==> src/rtl/regfile_pkg.sv <==
// regfile_pkg: shared register-file widths, index type and write-source enum
package regfile_pkg;
    localparam int XLEN = 32;
    localparam int NREGS = 32;
    localparam int REG_AW = $clog2(NREGS);
    typedef logic [REG_AW-1:0] reg_idx_t;
    typedef logic [XLEN-1:0] xlen_t;
    typedef enum logic [1:0] {WB_SRC_NONE, WB_SRC_PIPE, WB_SRC_EXT} wb_src_e;
endpackage

==> src/rtl/regfile_wb_arbiter_if.sv <==
// regfile_wb_arbiter_if: pipeline WB, long-latency handshake, scoreboard and register-file write bundle
interface regfile_wb_arbiter_if;
    logic               pipe_we;
    regfile_pkg::reg_idx_t pipe_rd;
    regfile_pkg::xlen_t    pipe_data;
    logic               ext_valid;
    logic               ext_ready;
    regfile_pkg::reg_idx_t ext_rd;
    regfile_pkg::xlen_t    ext_data;
    logic               issue_valid;
    regfile_pkg::reg_idx_t issue_rd;
    regfile_pkg::reg_idx_t rs1;
    regfile_pkg::reg_idx_t rs2;
    logic               busy_rs1;
    logic               busy_rs2;
    logic               wb_stall;
    logic               rf_we;
    regfile_pkg::reg_idx_t rf_rd;
    regfile_pkg::xlen_t    rf_data;
    modport master (
        output pipe_we, pipe_rd, pipe_data, ext_valid, ext_rd, ext_data, issue_valid, issue_rd, rs1, rs2,
        input  ext_ready, busy_rs1, busy_rs2, wb_stall, rf_we, rf_rd, rf_data
    );
    modport slave (
        input  pipe_we, pipe_rd, pipe_data, ext_valid, ext_rd, ext_data, issue_valid, issue_rd, rs1, rs2,
        output ext_ready, busy_rs1, busy_rs2, wb_stall, rf_we, rf_rd, rf_data
    );
endinterface

==> src/rtl/wb_scoreboard.sv <==
// wb_scoreboard: pending-destination bits owed by the long-latency unit, with two read ports
module wb_scoreboard import regfile_pkg::*; (
    input  logic     clk,
    input  logic     rst,
    input  logic     set_en,
    input  reg_idx_t set_rd,
    input  logic     clr_en,
    input  reg_idx_t clr_rd,
    input  reg_idx_t rs1,
    input  reg_idx_t rs2,
    output logic     busy_rs1,
    output logic     busy_rs2
);
    logic [NREGS-1:0] pend, set_mask, clr_mask;
    assign set_mask = (set_en && set_rd != '0) ? NREGS'(1) << set_rd : '0;
    assign clr_mask = clr_en ? NREGS'(1) << clr_rd : '0;
    // set is OR-ed after the clear so a same-cycle reissue keeps the bit
    always_ff @(posedge clk) begin
        if (rst) pend <= '0;
        else pend <= (pend & ~clr_mask) | set_mask;
    end
    assign busy_rs1 = pend[rs1] && rs1 != '0;
    assign busy_rs2 = pend[rs2] && rs2 != '0;
    a_no_waw: assert property (@(posedge clk) disable iff (rst)
        (set_en && set_rd != '0) |-> (!pend[set_rd] || (clr_en && clr_rd == set_rd)));
endmodule

==> src/rtl/regfile_wb_arbiter.sv <==
// regfile_wb_arbiter: shares the register-file write port between pipeline WB (priority) and a long-latency unit.
// Define WB_ARB_SCOREBOARD_EN to track pending long-latency destinations for the hazard unit.
module regfile_wb_arbiter import regfile_pkg::*; #(
    parameter int MAX_WAIT = 4
) (
    input logic clk,
    input logic rst,
    regfile_wb_arbiter_if.slave bus
);
    localparam int CW = $clog2(MAX_WAIT + 1);
    logic [CW-1:0] wait_cnt;
    logic stall, pipe_req, ext_ready, refused, hs, sb_busy1, sb_busy2;
    wb_src_e src;
    assign pipe_req = bus.pipe_we && bus.pipe_rd != '0;
    assign ext_ready = !rst && (stall || !pipe_req);
    assign refused = bus.ext_valid && !ext_ready;
    assign hs = bus.ext_valid && ext_ready;
    always_comb begin
        src = rst ? WB_SRC_NONE : (!stall && pipe_req) ? WB_SRC_PIPE : bus.ext_valid ? WB_SRC_EXT : WB_SRC_NONE;
    end
    assign bus.ext_ready = ext_ready;
    assign bus.rf_we = src == WB_SRC_PIPE || (src == WB_SRC_EXT && bus.ext_rd != '0);
    assign bus.rf_rd = src == WB_SRC_PIPE ? bus.pipe_rd : src == WB_SRC_EXT ? bus.ext_rd : '0;
    assign bus.rf_data = src == WB_SRC_PIPE ? bus.pipe_data : src == WB_SRC_EXT ? bus.ext_data : '0;
    assign bus.wb_stall = stall;
    // stall rises once the ext source has been refused MAX_WAIT times and drops with its handshake
    always_ff @(posedge clk) begin
        if (rst) begin
            wait_cnt <= '0;
            stall <= 1'b0;
        end else begin
            wait_cnt <= refused ? (wait_cnt == CW'(MAX_WAIT) ? wait_cnt : wait_cnt + 1'b1) : '0;
            stall <= hs ? 1'b0 : (refused && wait_cnt == CW'(MAX_WAIT - 1)) ? 1'b1 : stall;
        end
    end
    a_ext_hold: assert property (@(posedge clk) disable iff (rst)
        refused |=> (!bus.ext_valid || ($stable(bus.ext_rd) && $stable(bus.ext_data))));
`ifdef WB_ARB_SCOREBOARD_EN
    wb_scoreboard u_sb (
        .clk(clk),
        .rst(rst),
        .set_en(bus.issue_valid),
        .set_rd(bus.issue_rd),
        .clr_en(hs),
        .clr_rd(bus.ext_rd),
        .rs1(bus.rs1),
        .rs2(bus.rs2),
        .busy_rs1(sb_busy1),
        .busy_rs2(sb_busy2)
    );
`else
    logic unused_sb;
    assign unused_sb = ^{bus.issue_valid, bus.issue_rd, bus.rs1, bus.rs2};
    assign sb_busy1 = 1'b0;
    assign sb_busy2 = 1'b0;
`endif
    assign bus.busy_rs1 = !rst && sb_busy1;
    assign bus.busy_rs2 = !rst && sb_busy2;
endmodule

==> src/flat_wrapper.sv <==
// flat-port wrapper written by rule: the top's interface ports become plain ports
module regfile_wb_arbiter_flat import regfile_pkg::*;
#(
    parameter int MAX_WAIT = 4
)
  (clk, rst, bus_pipe_we, bus_pipe_rd, bus_pipe_data, bus_ext_valid, bus_ext_rd, bus_ext_data, bus_issue_valid, bus_issue_rd, bus_rs1, bus_rs2, bus_ext_ready, bus_busy_rs1, bus_busy_rs2, bus_wb_stall, bus_rf_we, bus_rf_rd, bus_rf_data);
  regfile_wb_arbiter_if bus_i ();
  input logic clk;
  input logic rst;
  input wire logic [$bits(bus_i.pipe_we)-1:0] bus_pipe_we;
  input wire logic [$bits(bus_i.pipe_rd)-1:0] bus_pipe_rd;
  input wire logic [$bits(bus_i.pipe_data)-1:0] bus_pipe_data;
  input wire logic [$bits(bus_i.ext_valid)-1:0] bus_ext_valid;
  input wire logic [$bits(bus_i.ext_rd)-1:0] bus_ext_rd;
  input wire logic [$bits(bus_i.ext_data)-1:0] bus_ext_data;
  input wire logic [$bits(bus_i.issue_valid)-1:0] bus_issue_valid;
  input wire logic [$bits(bus_i.issue_rd)-1:0] bus_issue_rd;
  input wire logic [$bits(bus_i.rs1)-1:0] bus_rs1;
  input wire logic [$bits(bus_i.rs2)-1:0] bus_rs2;
  output wire logic [$bits(bus_i.ext_ready)-1:0] bus_ext_ready;
  output wire logic [$bits(bus_i.busy_rs1)-1:0] bus_busy_rs1;
  output wire logic [$bits(bus_i.busy_rs2)-1:0] bus_busy_rs2;
  output wire logic [$bits(bus_i.wb_stall)-1:0] bus_wb_stall;
  output wire logic [$bits(bus_i.rf_we)-1:0] bus_rf_we;
  output wire logic [$bits(bus_i.rf_rd)-1:0] bus_rf_rd;
  output wire logic [$bits(bus_i.rf_data)-1:0] bus_rf_data;
  assign bus_i.pipe_we = bus_pipe_we;
  assign bus_i.pipe_rd = bus_pipe_rd;
  assign bus_i.pipe_data = bus_pipe_data;
  assign bus_i.ext_valid = bus_ext_valid;
  assign bus_i.ext_rd = bus_ext_rd;
  assign bus_i.ext_data = bus_ext_data;
  assign bus_i.issue_valid = bus_issue_valid;
  assign bus_i.issue_rd = bus_issue_rd;
  assign bus_i.rs1 = bus_rs1;
  assign bus_i.rs2 = bus_rs2;
  assign bus_ext_ready = bus_i.ext_ready;
  assign bus_busy_rs1 = bus_i.busy_rs1;
  assign bus_busy_rs2 = bus_i.busy_rs2;
  assign bus_wb_stall = bus_i.wb_stall;
  assign bus_rf_we = bus_i.rf_we;
  assign bus_rf_rd = bus_i.rf_rd;
  assign bus_rf_data = bus_i.rf_data;
  regfile_wb_arbiter #(.MAX_WAIT(MAX_WAIT)) u_core (.clk(clk), .rst(rst), .bus(bus_i));
endmodule
==> config.mk <==
export PLATFORM = sky130hd
export DESIGN_NAME = regfile_wb_arbiter_flat
export DESIGN_NICKNAME = d
export VERILOG_FILES = /design/src/rtl/regfile_pkg.sv /design/src/rtl/regfile_wb_arbiter_if.sv /design/src/rtl/wb_scoreboard.sv /design/src/rtl/regfile_wb_arbiter.sv /design/src/flat_wrapper.sv
export SDC_FILE = /design/constraint.sdc
export NUM_CORES = 1
export LEC_CHECK = 0
export BUFFER_PORTS_ARGS = -buffer_cell sky130_fd_sc_hd__buf_4
export CAP_MARGIN = 30
export CORE_MARGIN = 4
export CORE_UTILIZATION = 30
export DETAILED_ROUTE_END_ITERATION = 10
export PLACE_DENSITY = 0.86
export SYNTH_ARGS = -nofsm -noshare
export SYNTH_HDL_FRONTEND = slang
export SYNTH_HIERARCHICAL = 1
export SYNTH_SLANG_ARGS = --single-unit
==> constraint.sdc <==
create_clock -name clk -period 1.9 [get_ports clk]
set_input_delay 0.285 -clock clk [delete_from_list [all_inputs] [get_ports clk]]
set_output_delay 0.285 -clock clk [all_outputs]
set_load 0.01 [all_outputs]
==> results.md <==
Drt:
- The detailed-route DRC error count is 0.
- In this run the remaining antenna-violating nets after routing total 0.
- Across all layers, the routed design uses 1527 vias.
- After detailed routing, the total wire length is 4.34 mm.
- The number of DRC violations after detailed-routing iteration 0 is 77.
- The via density per instance is 4.67.
- In the final routed layout, each cell accounts on average for 13.3 µm.
- The detailed-router iteration count before antenna repair is 4.

Synth:
- The proportion of netlist area held by the largest area contributor is 28.9%.
- The library cell with the largest summed area after synthesis is sky130_fd_sc_hd__mux2i_1.
- Yosys mapped a number of flops with a built-in enable equal to 0.
- The simple logic cell fraction of the synthesized area is 40.0%.
- The arithmetic-cell share of the synthesized area counting full adders, half adders and majority gates is 3.29%.
- The count of state elements after synthesis is 4.
- By area, the combinational part of the netlist is dominated by simple AND/OR/NAND/NOR gates.
- The async set-or-reset flop fraction in the synthesized netlist is 0%.
- The synthesized-area fraction occupied by xor and xnor cells is 0.767%.
- The mean cell area of the mapped netlist is 7.10 µm².
- Ranked by instance count, the synthesized netlist is headed by sky130_fd_sc_hd__nand2_1 (35), sky130_fd_sc_hd__nand2b_1 (34), sky130_fd_sc_hd__mux2i_1 (33), sky130_fd_sc_hd__clkbuf_1 (10), sky130_fd_sc_hd__inv_1 (6).
- The synthesized netlist devotes 7.34% of its cell area to compound gates.
- After synthesis, the cell types taking the most area are sky130_fd_sc_hd__mux2i_1 (29%), sky130_fd_sc_hd__nand2b_1 (19%), sky130_fd_sc_hd__nand2_1 (12%).
- The prevailing post-synth register cell is sky130_fd_sc_hd__dfxtp_1.
- The post-synthesis instance area is 0.00114 mm².
- The multiplexer share of the synthesized area is 28.9%.
- In this run, distinct cell masters in the synthesized netlist total 31.
- By instance count, the leading cell after synthesis is sky130_fd_sc_hd__nand2_1.
- After synthesis, flip-flops and latches occupy 7.01% of the total area.
- In the synthesized netlist, the number of instances is 161.
- For this run, the number of Yosys warnings is 6.

STA:
- The final clock period utilization by the worst path is between 90% and 100%.
- The worst setup margin is 0.0550 ns.
- The worst clock skew on the final layout is 0.00316 ns.
- Setup violations remaining at the end of the flow were counted as 0.
- The max-slew violation count is 0.
- The maximum operating frequency is around 540 MHz.
- The worst path in the final design needs a cycle of about 1.8 ns, including I/O delays and setup.
- For the final routed database, the setup TNS stands at 0 ns.
- The final-report hold violation count was 0.

Clocking:
- The total number of clock tree sinks is 4.
- At the later pin of the worst-skew pair, clock insertion delay measures 0.21 ns.
- The TritonCTS clock tree is done.
- The CTS buffer count is 3.
- In this run the number of H-tree levels came out at 1.
- The buffer depth of the longest clock path is 2.
- CTS placed an instance of sky130_fd_sc_hd__clkbuf_8 at the clock tree root.
- In this run, post-CTS hold repair placed 0 buffers.
- The clock transition time at the flip-flop clock pins of the worst setup and hold paths is 0.03 ns.

Placement:
- The quantity of I/O buffers inserted on ports is between 100 and 150.
- The HPWL after detailed placement is 3.38 mm.
- The pre-CTS worst setup slack is 0.181 ns.
- Summing all placed instances gives a cell area of 0.00205 mm².
- The final weighted congestion in routability-driven placement is 0.770.

Job:
- The max-cap check violation count is 0.

Worst setup path:
- The worst setup path is of the reg2out kind.
- Data on the critical path is required at its endpoint by 1.62 ns.
- The arrival time of data at the critical path endpoint is 1.56 ns.
- On the critical path, the stage with the largest delay is an instance of sky130_fd_sc_hd__dfxtp_2.
- The worst setup path is captured at a primary output.
- The end of the worst register-to-register path is u_core/wait_cnt[2]$_SDFFE_PP0P_.
- The start point of the critical path is u_core/bus.wb_stall$_SDFFE_PP0P_.
- Traced cell by cell, the critical path runs through nand2b_4 > a21oi_4 > buf_4 > buf_12 > mux2i_2 > buf_4.
- The largest single stage delay on the critical path is 0.33 ns.
- Along the worst path, the maximum fanout reaches 10.
- The cell repeated most along the worst path is sky130_fd_sc_hd__buf_4.
- The startpoint type of the worst setup path is a register.
- The capture point of the critical path is bus_rf_data[19].
- The setup check on the worst reg-to-reg path leaves a slack of 0.60 ns.
- In this run the critical register-to-register path is launched from u_core/wait_cnt[0]$_SDFFE_PP0P_.
- The count of cells along the worst register-to-register path is 3.

Floorplanning:
- The number of core rows is 22.
- The die boundary height is 69.7 µm.
- In this run the standard cell core region covers 0.00366 mm².
- The floorplan step set the die width to between 60 and 70 µm.
- The top-level port count is 136.
- The die covers 0.00486 mm².
- The starting density of the core is a little under a third.

Power and ir drop:
- The design draws 0.702 mW.
- In this run the static leakage power is 1.14 nW.
- The total power density per cell area is 318 mW/mm².
- Across the VDD grid, the largest voltage drop is 0.127 mV.

Cells and area:
- The antenna diode count is 0.
- The share of the core filled with cells is 60.3%.
- The finished cells cover 0.00221 mm².
- The area growth from synthesis to layout is 93.2%.
- The number of nets in the final layout is 378.
- The filler cells instantiated in the layout total 336.
- Cells with a size suffix above 1 make up 50.5% of the layout.

GRT:
- The number of global-route vias before repair is 1530.
- The total routing resource utilization after global routing is 16.0%.
- The first global-routing pass estimated about 6.7 mm of wire.
- For met1 alone, demand over resource in global routing was 17.8%.
- The global routing met3 resource utilization is 3.19%.
- Entering global routing, the biggest net connects 26 pins.
- The met2 track demand over resource is 31.4%.
- The layer carrying the most global-route usage is met2.
- The initial antenna violation count is 0.
- The total overflow left after global routing is 0.

Outcome:
- The flow ran to the end, and the final reports show no timing, DRC or antenna violations.

Hold path:
- The path class of the tightest hold or removal check is in2reg.
## metrics by stage
stage | std cells | hold WS, ns
6_report | 327 | 0.342
5_1_grt | 327 | 0.354
4_1_cts | 321 | 0.340
3_5_place_dp | 318 | 0.556
3_3_place_gp | 318 | 0.547
2_1_floorplan | 162 | 0.496
## worst min-delay path by stage
| stage | start | end | slack (ns) | cells past startpoint |
|---|---|---|---|---|
| 2_1_floorplan | rst | u_core/wait_cnt[0]$_SDFFE_PP0P_ | 0.50 | 2 |
| 3_3_place_gp | u_core/wait_cnt[1]$_SDFFE_PP0P_ | u_core/wait_cnt[1]$_SDFFE_PP0P_ | 0.55 | 2 |
| 3_5_place_dp | u_core/bus.wb_stall$_SDFFE_PP0P_ | u_core/bus.wb_stall$_SDFFE_PP0P_ | 0.56 | 2 |
| 4_1_cts | bus_ext_valid | u_core/bus.wb_stall$_SDFFE_PP0P_ | 0.34 | 2 |
| 5_1_grt | bus_ext_valid | u_core/bus.wb_stall$_SDFFE_PP0P_ | 0.35 | 2 |
| 6_report | bus_ext_valid | u_core/bus.wb_stall$_SDFFE_PP0P_ | 0.34 | 2 |
## registers in the layout (all words and copies together), names as in the netlist
register	cells
u_core/bus.wb_stall	1
u_core/wait_cnt	3
## worst max-delay path, delay by kind of cell, from the launching register on
family | cells | cell delay [ns]
AOI/OAI and AO/OA | 1 | 0.17
buffers and inverters | 3 | 0.44
DFF | 1 | 0.33
muxes | 1 | 0.24
and+or+nand+nor | 1 | 0.16
## final cells by class
cell class	count	area (µm²)	share of cell area [%]
Tap cell	48	60.1	2.72
Inverter	6	22.5	1.02
Sequential cell	4	81.3	3.68
Clock buffer	3	41.3	1.87
Multi-Input combinational cell	136	950	43.0
Timing Repair Buffer	130	1050	47.7
## timing repair
| item | in CTS | in global routing |
|---|---|---|
| cloned | 0 | 3 |
| gates resized for setup | 1 | 6 |
| setup buffers | 0 | 3 |
| endpoints found under the setup margin | 1 | 5 |
## layer usage
metal | vias up | wire length, µm
met5 | - | 0
met4 | 0 | 4
met1 | 699 | 1650
met2 | 52 | 2410
li1 | 774 | -
met3 | 2 | 264
## kinds of logic (layout without fill, tap and decap cells)
family / count (synthesis) / after routing
multiplexers: 33 / 33
other: 1 / 2
adder cells (fa/ha/maj): 3 / 3
flip-flops: 4 / 4
AND/OR/NAND/NOR: 85 / 85
AO/OA/AOI/OAI: 12 / 12
buffers and inverters: 22 / 139
XOR/XNOR: 1 / 1
## placed cells by master, fill, tap and decap left out
master	synthesis	routed
sky130_fd_sc_hd__nand2b_1	34	33
sky130_fd_sc_hd__nand4_1	3	3
sky130_fd_sc_hd__nand2b_4	0	1
sky130_fd_sc_hd__dfxtp_2	0	1
sky130_fd_sc_hd__and2_1	1	1
sky130_fd_sc_hd__buf_6	1	1
sky130_fd_sc_hd__mux2i_1	33	31
sky130_fd_sc_hd__a2111oi_0	1	1
sky130_fd_sc_hd__xnor2_1	1	1
sky130_fd_sc_hd__dfxtp_1	4	3
sky130_fd_sc_hd__o21ai_0	1	1
sky130_fd_sc_hd__nor2_1	1	1
sky130_fd_sc_hd__a211oi_1	1	1
sky130_fd_sc_hd__buf_12	2	3
sky130_fd_sc_hd__a21oi_1	2	2
sky130_fd_sc_hd__buf_4	2	124
sky130_fd_sc_hd__nand3b_1	2	2
sky130_fd_sc_hd__o32ai_1	2	2
sky130_fd_sc_hd__nor4_1	2	2
sky130_fd_sc_hd__nor4_4	1	1
sky130_fd_sc_hd__nor2b_2	0	1
sky130_fd_sc_hd__nand3_1	3	3
sky130_fd_sc_hd__clkbuf_8	0	3
sky130_fd_sc_hd__a31oi_1	3	3
sky130_fd_sc_hd__conb_1	1	2
sky130_fd_sc_hd__nand2_1	35	35
sky130_fd_sc_hd__inv_1	6	6
sky130_fd_sc_hd__a21oi_4	0	1
sky130_fd_sc_hd__clkbuf_16	0	2
sky130_fd_sc_hd__a21o_1	1	1
sky130_fd_sc_hd__mux2i_2	0	2
sky130_fd_sc_hd__or4_1	1	1
sky130_fd_sc_hd__or2_2	1	1
sky130_fd_sc_hd__ha_1	3	3
## power breakdown
group / switching, mW / leakage, nW / total, mW / internal, mW
registers: 0.00102 / 0.0329 / 0.0868 / 0.0858
clock network: 0.0399 / 0.0216 / 0.175 / 0.135
logic: 0.177 / 1.08 / 0.440 / 0.264
total: 0.218 / 1.14 / 0.702 / 0.484
(Power assumes the default switching activity.)
